`src/rtl/fifo_pkg.sv`:
```
// Shared helpers for the wide-to-narrow FIFO: derived widths, slice placement and ICAP byte bit-swap.
// Widths are passed in explicitly, so one package serves every parameterisation.
package fifo_pkg;

    function automatic int ratio_of(input int in_w, input int out_w);
        return in_w / out_w;
    endfunction

    function automatic int ptr_w(input int depth);
        return $clog2(depth);
    endfunction

    function automatic int cnt_w(input int depth);
        return $clog2(depth + 1);
    endfunction

    function automatic int idx_w(input int ratio);
        return $clog2(ratio);
    endfunction

    // Bit offset of slice k inside an entry; order 0 emits the most-significant slice first.
    function automatic int slice_select(input int k, input int order, input int in_w, input int out_w);
        return (order == 0) ? in_w - (k + 1) * out_w : k * out_w;
    endfunction

    function automatic logic [7:0] byte_bitswap(input logic [7:0] b);
        logic [7:0] r;
        r = '0;
        for (int i = 0; i < 8; i++) begin
            r[i] = b[7 - i];
        end
        return r;
    endfunction

endpackage

```
`src/rtl/fifo_ram.sv`:
```
// DEPTH x WIDTH simple dual-port storage: registered write, combinational read.
// No reset on the array; contents are only meaningful between the pointers.
module fifo_ram #(
    parameter int WIDTH = 128,
    parameter int DEPTH = 4,
    parameter int AW    = 2
) (
    input  logic             clk,
    input  logic             wr_en,
    input  logic [AW-1:0]    wr_addr,
    input  logic [WIDTH-1:0] wr_data,
    input  logic [AW-1:0]    rd_addr,
    output logic [WIDTH-1:0] rd_data
);

    logic [WIDTH-1:0] mem [DEPTH];

    always_ff @(posedge clk) begin
        if (wr_en) begin
            mem[wr_addr] <= wr_data;
        end
    end

    assign rd_data = mem[rd_addr];

endmodule

```
`src/rtl/wide_to_narrow_fifo.sv`:
```
// Buffers DEPTH wide entries and emits each as RATIO narrow words, one per read_en cycle (1-cycle latency).
// Writes to a full FIFO are dropped (sticky overflow) unless the head entry frees on the same edge.
module wide_to_narrow_fifo
    import fifo_pkg::*;
#(
    parameter int IN_WIDTH   = 128,
    parameter int OUT_WIDTH  = 32,
    parameter int DEPTH      = 4,
    parameter int WORD_ORDER = 0,
    parameter int BITSWAP    = 0
) (
    input  logic                       clk,
    input  logic                       rst,
    input  logic                       write_en,
    input  logic [IN_WIDTH-1:0]        data_in,
    output logic                       full,
    output logic                       overflow,
    input  logic                       flush,
    input  logic                       read_en,
    output logic [OUT_WIDTH-1:0]       data_out,
    output logic                       data_valid,
    output logic                       empty,
    output logic [cnt_w(DEPTH)-1:0]    count
);

    localparam int RATIO = ratio_of(IN_WIDTH, OUT_WIDTH);
    localparam int PTR_W = ptr_w(DEPTH);
    localparam int CNT_W = cnt_w(DEPTH);
    localparam int IDX_W = idx_w(RATIO);

    if ((IN_WIDTH % OUT_WIDTH) != 0 || RATIO < 2) begin : g_bad_ratio
        $error("IN_WIDTH must be a multiple of OUT_WIDTH with a ratio of at least 2");
    end
    if (DEPTH < 2 || (DEPTH & (DEPTH - 1)) != 0) begin : g_bad_depth
        $error("DEPTH must be a power of two and at least 2");
    end
    if (BITSWAP != 0 && (OUT_WIDTH % 8) != 0) begin : g_bad_swap
        $error("BITSWAP needs OUT_WIDTH to be a whole number of bytes");
    end

    logic [PTR_W-1:0]     wr_ptr;
    logic [PTR_W-1:0]     rd_ptr;
    logic [IDX_W-1:0]     idx;
    logic [CNT_W-1:0]     cnt;
    logic [IN_WIDTH-1:0]  head;
    logic [OUT_WIDTH-1:0] slice_w;
    logic [OUT_WIDTH-1:0] word_w;
    logic                 pop;
    logic                 pop_last;
    logic                 push;
    logic                 drop;

    assign full  = (cnt == CNT_W'(DEPTH));
    assign empty = (cnt == '0);
    assign count = cnt;

    assign pop      = read_en && !empty;
    assign pop_last = pop && (idx == IDX_W'(RATIO - 1));
    assign push     = write_en && (!full || pop_last);
    assign drop     = write_en && full && !pop_last;

    fifo_ram #(
        .WIDTH (IN_WIDTH),
        .DEPTH (DEPTH),
        .AW    (PTR_W)
    ) u_ram (
        .clk     (clk),
        .wr_en   (push && !flush && !rst),
        .wr_addr (wr_ptr),
        .wr_data (data_in),
        .rd_addr (rd_ptr),
        .rd_data (head)
    );

    assign slice_w = head[slice_select(int'(idx), WORD_ORDER, IN_WIDTH, OUT_WIDTH) +: OUT_WIDTH];

    if (BITSWAP != 0) begin : g_swap
        for (genvar j = 0; j < OUT_WIDTH / 8; j++) begin : g_byte
            assign word_w[8*j +: 8] = byte_bitswap(slice_w[8*j +: 8]);
        end
    end else begin : g_noswap
        assign word_w = slice_w;
    end

    always_ff @(posedge clk) begin
        if (rst) begin
            wr_ptr     <= '0;
            rd_ptr     <= '0;
            idx        <= '0;
            cnt        <= '0;
            data_out   <= '0;
            data_valid <= 1'b0;
            overflow   <= 1'b0;
        end else if (flush) begin
            // Overflow and the last emitted word survive a flush on purpose.
            wr_ptr     <= '0;
            rd_ptr     <= '0;
            idx        <= '0;
            cnt        <= '0;
            data_valid <= 1'b0;
        end else begin
            data_valid <= pop;
            if (pop) begin
                data_out <= word_w;
                if (pop_last) begin
                    idx    <= '0;
                    rd_ptr <= rd_ptr + 1'b1;
                end else begin
                    idx <= idx + 1'b1;
                end
            end
            if (push) begin
                wr_ptr <= wr_ptr + 1'b1;
            end
            if (drop) begin
                overflow <= 1'b1;
            end
            if (push && !pop_last) begin
                cnt <= cnt + 1'b1;
            end else if (!push && pop_last) begin
                cnt <= cnt - 1'b1;
            end
        end
    end

endmodule

```
`config.mk`:
```
export PLATFORM = sky130hd
export DESIGN_NAME = wide_to_narrow_fifo
export DESIGN_NICKNAME = d
export VERILOG_FILES = /design/src/rtl/fifo_pkg.sv /design/src/rtl/fifo_ram.sv /design/src/rtl/wide_to_narrow_fifo.sv
export SDC_FILE = /design/constraint.sdc
export NUM_CORES = 1
export LEC_CHECK = 0
export ABC_AREA = 1
export CAP_MARGIN = 20
export CORE_UTILIZATION = 60
export DETAILED_ROUTE_END_ITERATION = 8
export HOLD_SLACK_MARGIN = 0.15
export PLACE_DENSITY = 0.81
export REMOVE_ABC_BUFFERS = 1
export SETUP_SLACK_MARGIN = 0.2
export SYNTH_ARGS = -nofsm -noshare
export SYNTH_HDL_FRONTEND = slang
export SYNTH_SLANG_ARGS = --single-unit
```
`constraint.sdc`:
```
create_clock -name clk -period 12.45 [get_ports clk]
set_clock_uncertainty 0.05 [all_clocks]
set_input_delay 2.49 -clock clk [delete_from_list [all_inputs] [get_ports clk]]
set_output_delay 2.49 -clock clk [all_outputs]
set_load 0.03 [all_outputs]
```
==> results of run 1 <==
layout by cell type, fill, tap and decap left out, drive strengths merged, types with 5 or more instances in the layout:
cell,n
clkdlybuf4s50,170
diode,5
a21oi,40
edfxtp,512
dfxtp,45
nor2,42
o21ai,20
buf,21
ha,8
inv,413
clkbuf,77
clkinv,22
nand3,226
nand2,974
critical path: stages:
cell,delay [ns]
clkdlybuf4s50_1,0.48
nand2_2,0.09
inv_1,0.14
nand2_1,0.14
nand2_1,0.11
nand2_1,0.13
inv_1,0.11
nand2_1,0.23
nor2_4,0.15
buf_4,0.79
buf_4,0.90
logic make-up (layout without fill, tap and decap cells):
group	after synthesis	in the layout	share of synthesized area
flops	557	557	0.682
xor+xnor	1	1	0.000367
other cells	0	5	0
fa+ha+maj	9	9	0.00503
compound gates	63	63	0.0176
simple gates	1245	1245	0.209
buf+inv	524	706	0.0866
cell usage after synthesis (4+ instances only):
library cell / count / area, um^2
buf_6: 4 / 45.0
dfxtp_1: 45 / 901
nor2_1: 40 / 150
nand2_1: 973 / 3650
buf_1: 16 / 60.1
buf_2: 51 / 255
edfxtp_1: 512 / 15400
nand3_1: 225 / 1130
inv_2: 4 / 15.0
a21oi_2: 26 / 228
ha_1: 8 / 100
o21ai_0: 20 / 100
inv_1: 409 / 1540
a21oi_1: 14 / 70.1
clkbuf_1: 37 / 139
through the flow:
step | total power (uW) | utilization
floorplan | 2190 | -
global placement | 2290 | 0.666
detailed placement | 2300 | 0.667
CTS | 3860 | 0.711
global route | 3950 | 0.712
finish | 3850 | 0.712
sequential cells by signal (all words and copies together) (netlist names), named ones only:
name        flops
wr_ptr          2
u_ram.mem     512
overflow        1
idx             2
data_out       32
rd_ptr          2
data_valid      1
count           3
layout make-up:
class	instances	area, um^2
clock buffer	77	1570
antenna	5	12.5
multi-input combinational	1318	5580
inverter	414	1560
fill	2566	11200
timing repair buffer	191	1900
tap	518	648
sequential	557	16300
clock inverter	24	160
final timing paths:
check        startpoint               end  cells after the start
min reg2reg   rd_ptr[1]          register                      2
min           rd_ptr[1]          register                      2
max             read_en  u_ram.mem[3][55]                     11
max reg2reg      idx[0]  u_ram.mem[3][55]                     10
power by group through the flow:
stage | clock (uW) | sequential [uW] | combinational (uW)
final | 1590 | 2080 | 185
after global routing | 1670 | 2080 | 200
after CTS | 1600 | 2080 | 184
after detailed placement | 0 | 2110 | 182
after global placement | 0 | 2110 | 174
after floorplan | 0 | 2130 | 64.2
per-layer routing:
| layer | share of wire | wire, um |
|---|---|---|
| met1 | 0.39 | 21300 |
| met2 | 0.49 | 26900 |
| met3 | 0.087 | 4760 |
| met4 | 0.034 | 1850 |
| met5 | 0.00015 | 8 |
==> reports/metrics.csv, run 1 <==
stage,metric,value,unit
run_status,outcome,finished clean,
critical_path,worst setup path class,in2reg,
timing,worst setup margin,6.79,ns
clock_tree,clk root buf,clkbuf_16,
yosys,Synth Instances,2399,
clock_tree,worst-skew pair later-pin latency,0.60,ns
grt,M1 GR Usage,0.359,
clock_tree,CTS Buf Count,54,
die,die height,201,um
timing,RSZ-0062 raised after global routing,false,
yosys,Synthesis Warnings,0,
grt,maximum number of pins on one net before global-route repair,155,
run,max cap viols,0,
timing,final setup fails,0,
grt,GRT Max-Usage Layer,met2,
placed_design,placed inst area,25900,um^2
yosys,ys flop type,edfxtp_1,
die,Row Count,72,
die,Core Box Area,38900,um^2
critical_path,CP max FO,66,
power_and_ir_drop,clock share of power,0.412,
die,die area,40600,um^2
power_and_ir_drop,Reg power frac,0.540,
grt,GRT Util Overall,0.274,
grt,vias in the first global route,16600,
grt,first-pass GRT wire length,86.0,mm
timing,Slew headroom,0.243,
final_layout,Final #Nets,2678,
yosys,Post-synth EDFFs,512,
critical_path,Worst EP required,12.62,ns
clock_tree,post-CTS setup buffers,0,
clock_tree,CTS H-Tree Depth,2,
route,Routed Antenna Nets,0,
placed_design,IO Port Bufs,171,
placed_design,DP Worst Slack,6.21,ns
yosys,Mapped Area,23900,um^2
die,die width,201,um
power_and_ir_drop,combinational share of power,0.048,
route,vias after detailed routing,16600,
timing,Max Fclk,0.177,GHz
route,DR iter-0 viols,1598,
power_and_ir_drop,Leak Pwr,0.0118,uW
route,DRT Wirelength,54.9,mm
min_path,Worst Hold Class,reg2reg,
final_layout,fin cells,3104,
placed_design,dpl cells,2997,
clock_tree,clk buf depth,3,
route,WL/cell,17.7,um
clock_tree,Clock transition at path regs,0.06,ns
timing,endpoints failing hold,0,
grt,M2 GR Usage,0.456,
clock_tree,hold_buf cts,0,
power_and_ir_drop,Sw Ratio,0.205,
grt,initial antenna violation count,6,
timing,fin crit share,0.455,
critical_path,Critical Path Start Type,primary input,
power_and_ir_drop,worst vdd ir,112,uV
yosys,Syn Area/Cell,9.95,um^2
final_layout,share of cells above drive strength 1,0.0542,
timing,Fin Setup TNS,0,ns
clock_tree,clock sinks,557,
die,# IOs,172,
yosys,asr flop ratio synth,0,
yosys,"Seq/Total Area, Yosys",0.682,
clock_tree,TritonCTS clock tree,built,
yosys,Unique masters post-synth,27,
power_and_ir_drop,Power per Cell Area,139,nW/um^2
placed_design,gpl congestion,0.798,
timing,crit path time final,5.66,ns
critical_path,Arrival @ worst endpoint,5.83,ns
final_layout,area grow syn2layout,16.1,%
placed_design,HPWL Detailed,30.6,mm
clock_tree,# resized after CTS,0,
power_and_ir_drop,P_int,3060,uW
route,DRC violations left,0,
power_and_ir_drop,switching pwr,790,uW
grt,GRT overflow,0,
die,Initial Util,0.614,
grt,global routing usage on met3,0.0408,
final_layout,Final Cell Area,27700,um^2
route,via/cell ratio,5.35,
critical_path,internal reg-to-reg setup slack,8.27,ns
timing,hold_ws,0.411,ns
critical_path,kind of end point of the critical path,register,
timing,worst slew pin tran,1.14,ns
route,Detailed Routing Iterations Pass 1,6,
yosys,Synth Register Bits,557,
timing,"Slew Viols, Final",0,
Power figures use the tool's default switching activity.
==> run 2, diff against run 1 <==
--- a/config.mk
+++ b/config.mk
@@ -7,10 +7,10 @@
 export LEC_CHECK = 0
 export ABC_AREA = 1
 export CAP_MARGIN = 20
-export CORE_UTILIZATION = 60
+export CORE_UTILIZATION = 59
 export DETAILED_ROUTE_END_ITERATION = 8
 export HOLD_SLACK_MARGIN = 0.15
-export PLACE_DENSITY = 0.81
+export PLACE_DENSITY = 0.8
 export REMOVE_ABC_BUFFERS = 1
 export SETUP_SLACK_MARGIN = 0.2
 export SYNTH_ARGS = -nofsm -noshare
==> constraint.sdc (replaced) <==
create_clock -name clk -period 5.7 [get_ports clk]
set_clock_uncertainty 0.05 [all_clocks]
set_input_delay 1.14 -clock clk [delete_from_list [all_inputs] [get_ports clk]]
set_output_delay 1.14 -clock clk [all_outputs]
set_load 0.03 [all_outputs]
==> run 2 against run 1 <==
Against the previous run: global-route usage decreased by 0.44 points; highest routed layer is now met4; utilization down 1.5 points; largest cell class unchanged; non-clock buffer count is 2 higher.
==> reports/metrics.csv, run 2 (synthesized netlist as in run 1, its figures left out) <==
stage,metric,value,unit
route,DRT Wirelength,54.8,mm
timing,endpoints failing hold,0,
final_layout,share of cells above drive strength 1,0.0531,
critical_path,Arrival @ worst endpoint,4.34,ns
critical_path,CP max FO,37,
clock_tree,clk buf depth,3,
clock_tree,clock sinks,557,
die,die area,41300,um^2
grt,GRT Util Overall,0.270,
timing,"Slew Viols, Final",0,
clock_tree,TritonCTS clock tree,built,
min_path,Worst Hold Class,reg2reg,
grt,first-pass GRT wire length,86.0,mm
grt,M1 GR Usage,0.361,
final_layout,FF/Latch Area,16300,um^2
placed_design,IO Port Bufs,171,
final_layout,fillers,2738,
critical_path,crit path buf inv count,2,
final_layout,Final Cell Area,27800,um^2
critical_path,Critical Path Start Type,register,
route,Detailed Routing Iterations Pass 1,5,
clock_tree,clk root buf,clkbuf_16,
power_and_ir_drop,Leak Pwr,0.0118,uW
grt,M2 GR Usage,0.454,
route,vias after detailed routing,16600,
grt,GRT Max-Usage Layer,met2,
timing,fin crit share,0.692,
clock_tree,CTS Buf Count,53,
run,max cap viols,0,
grt,global routing usage on met3,0.0377,
grt,initial antenna violation count,3,
final_layout,area grow syn2layout,16.3,%
timing,Max Fclk,0.254,GHz
placed_design,placed inst area,26100,um^2
run_status,outcome,finished clean,
critical_path,worst setup path class,reg2reg,
route,via/cell ratio,5.33,
power_and_ir_drop,Power per Cell Area,301,nW/um^2
clock_tree,Clock transition at path regs,0.06,ns
critical_path,kind of end point of the critical path,register,
timing,worst setup margin,1.76,ns
grt,vias in the first global route,16200,
placed_design,DP Worst Slack,1.56,ns
critical_path,"CP delay by family, top",simple AND/OR/NAND/NOR gates,
grt,GRT overflow,0,
clock_tree,hold_buf cts,0,
final_layout,Top reg by flops,u_ram.mem,
die,die width,203,um
timing,Slew headroom,0.247,
route,DR iter-0 viols,1548,
grt,maximum number of pins on one net before global-route repair,158,
critical_path,cell mode on critical path,nand2_1,
die,Core Box Area,39800,um^2
timing,Fin Setup TNS,0,ns
critical_path,"Cell Chain, Critical Path",ha_1 -> clkinv_1 -> nor2_4 -> nor2_1 -> buf_4 -> nand3_1 -> nand2_1 -> nand2_1 -> a21oi_2,
timing,final setup fails,0,
placed_design,gpl congestion,0.831,
placed_design,HPWL Detailed,31.8,mm
final_layout,Final #Nets,2679,
route,DRC violations left,0,
final_layout,max reg flops,512,
clock_tree,post-CTS setup buffers,0,
timing,worst slew pin tran,1.13,ns
timing,RSZ-0062 raised after global routing,false,
power_and_ir_drop,worst vdd ir,217,uV
clock_tree,worst-skew pair later-pin latency,0.58,ns
die,Initial Util,0.600,
critical_path,Worst EP required,6.09,ns
critical_path,Slowest cell on crit path,nor2_4,
route,WL/cell,17.7,um
final_layout,most frequent cells in the layout,"nand2_1, edfxtp_1, inv_1",
die,die height,203,um
die,# IOs,172,
clock_tree,CTS H-Tree Depth,2,
final_layout,Multi-input gate area,5570,um^2
route,Routed Antenna Nets,0,
final_layout,"most common cell after layout, fill and taps aside",nand2_1,
die,Row Count,73,
critical_path,delay of the slowest cell on the worst path,1.08,ns
timing,crit path time final,3.94,ns
clock_tree,# resized after CTS,0,
[run 2: path summary, 6_finish.rpt]
kind / startpoint / to / slack, ns / cells after the start
max: idx[0] / data_out[25] / 1.76 / 9
min: rd_ptr[1] / register / 0.42 / 2
max reg2reg: idx[0] / data_out[25] / 1.76 / 9
min reg2reg: rd_ptr[1] / register / 0.42 / 2
[run 2: worst min-delay path: cells and delay by family, from the launching register on]
| family | cells | cell delay (ns) |
|---|---|---|
| DFF | 1 | 0.29 |
| buffers and inverters | 1 | 0.05 |
| AOI/OAI and AO/OA | 1 | 0.08 |
[run 2: routing by layer]
| metal | routed length (um) | vias to the layer above |
|---|---|---|
| met5 | 0 | - |
| met4 | 1480 | 0 |
| met3 | 4590 | 97 |
| met2 | 27100 | 765 |
| met1 | 21700 | 7848 |
| li1 | - | 7840 |
[run 2: cell type report]
cell class | instances | area share
Timing Repair Buffer | 193 | 0.0718
Clock inverter | 30 | 0.00960
Tap cell | 525 | 0.0237
Sequential cell | 557 | 0.587
Antenna cell | 3 | 0.000270
Clock buffer | 66 | 0.0511
Inverter | 414 | 0.0563
Multi-Input combinational cell | 1318 | 0.201
[run 2: where the power goes]
part / total (uW) / switching [uW] / internal, uW
clock: 3420 / 1440 / 1980
sequential: 4540 / 24.5 / 4510
combinational: 391 / 232 / 159
[run 2: metrics by stage]
step	std cells	util	hold slack [ns]	total power (uW)
finish	3106	0.697	0.419	8340
global route	3106	0.697	0.448	8560
CTS	3103	0.697	0.420	8370
detailed placement	3007	0.655	0.403	5010
global placement	3006	0.654	0.400	5000
floorplan	2289	-	0.386	4790
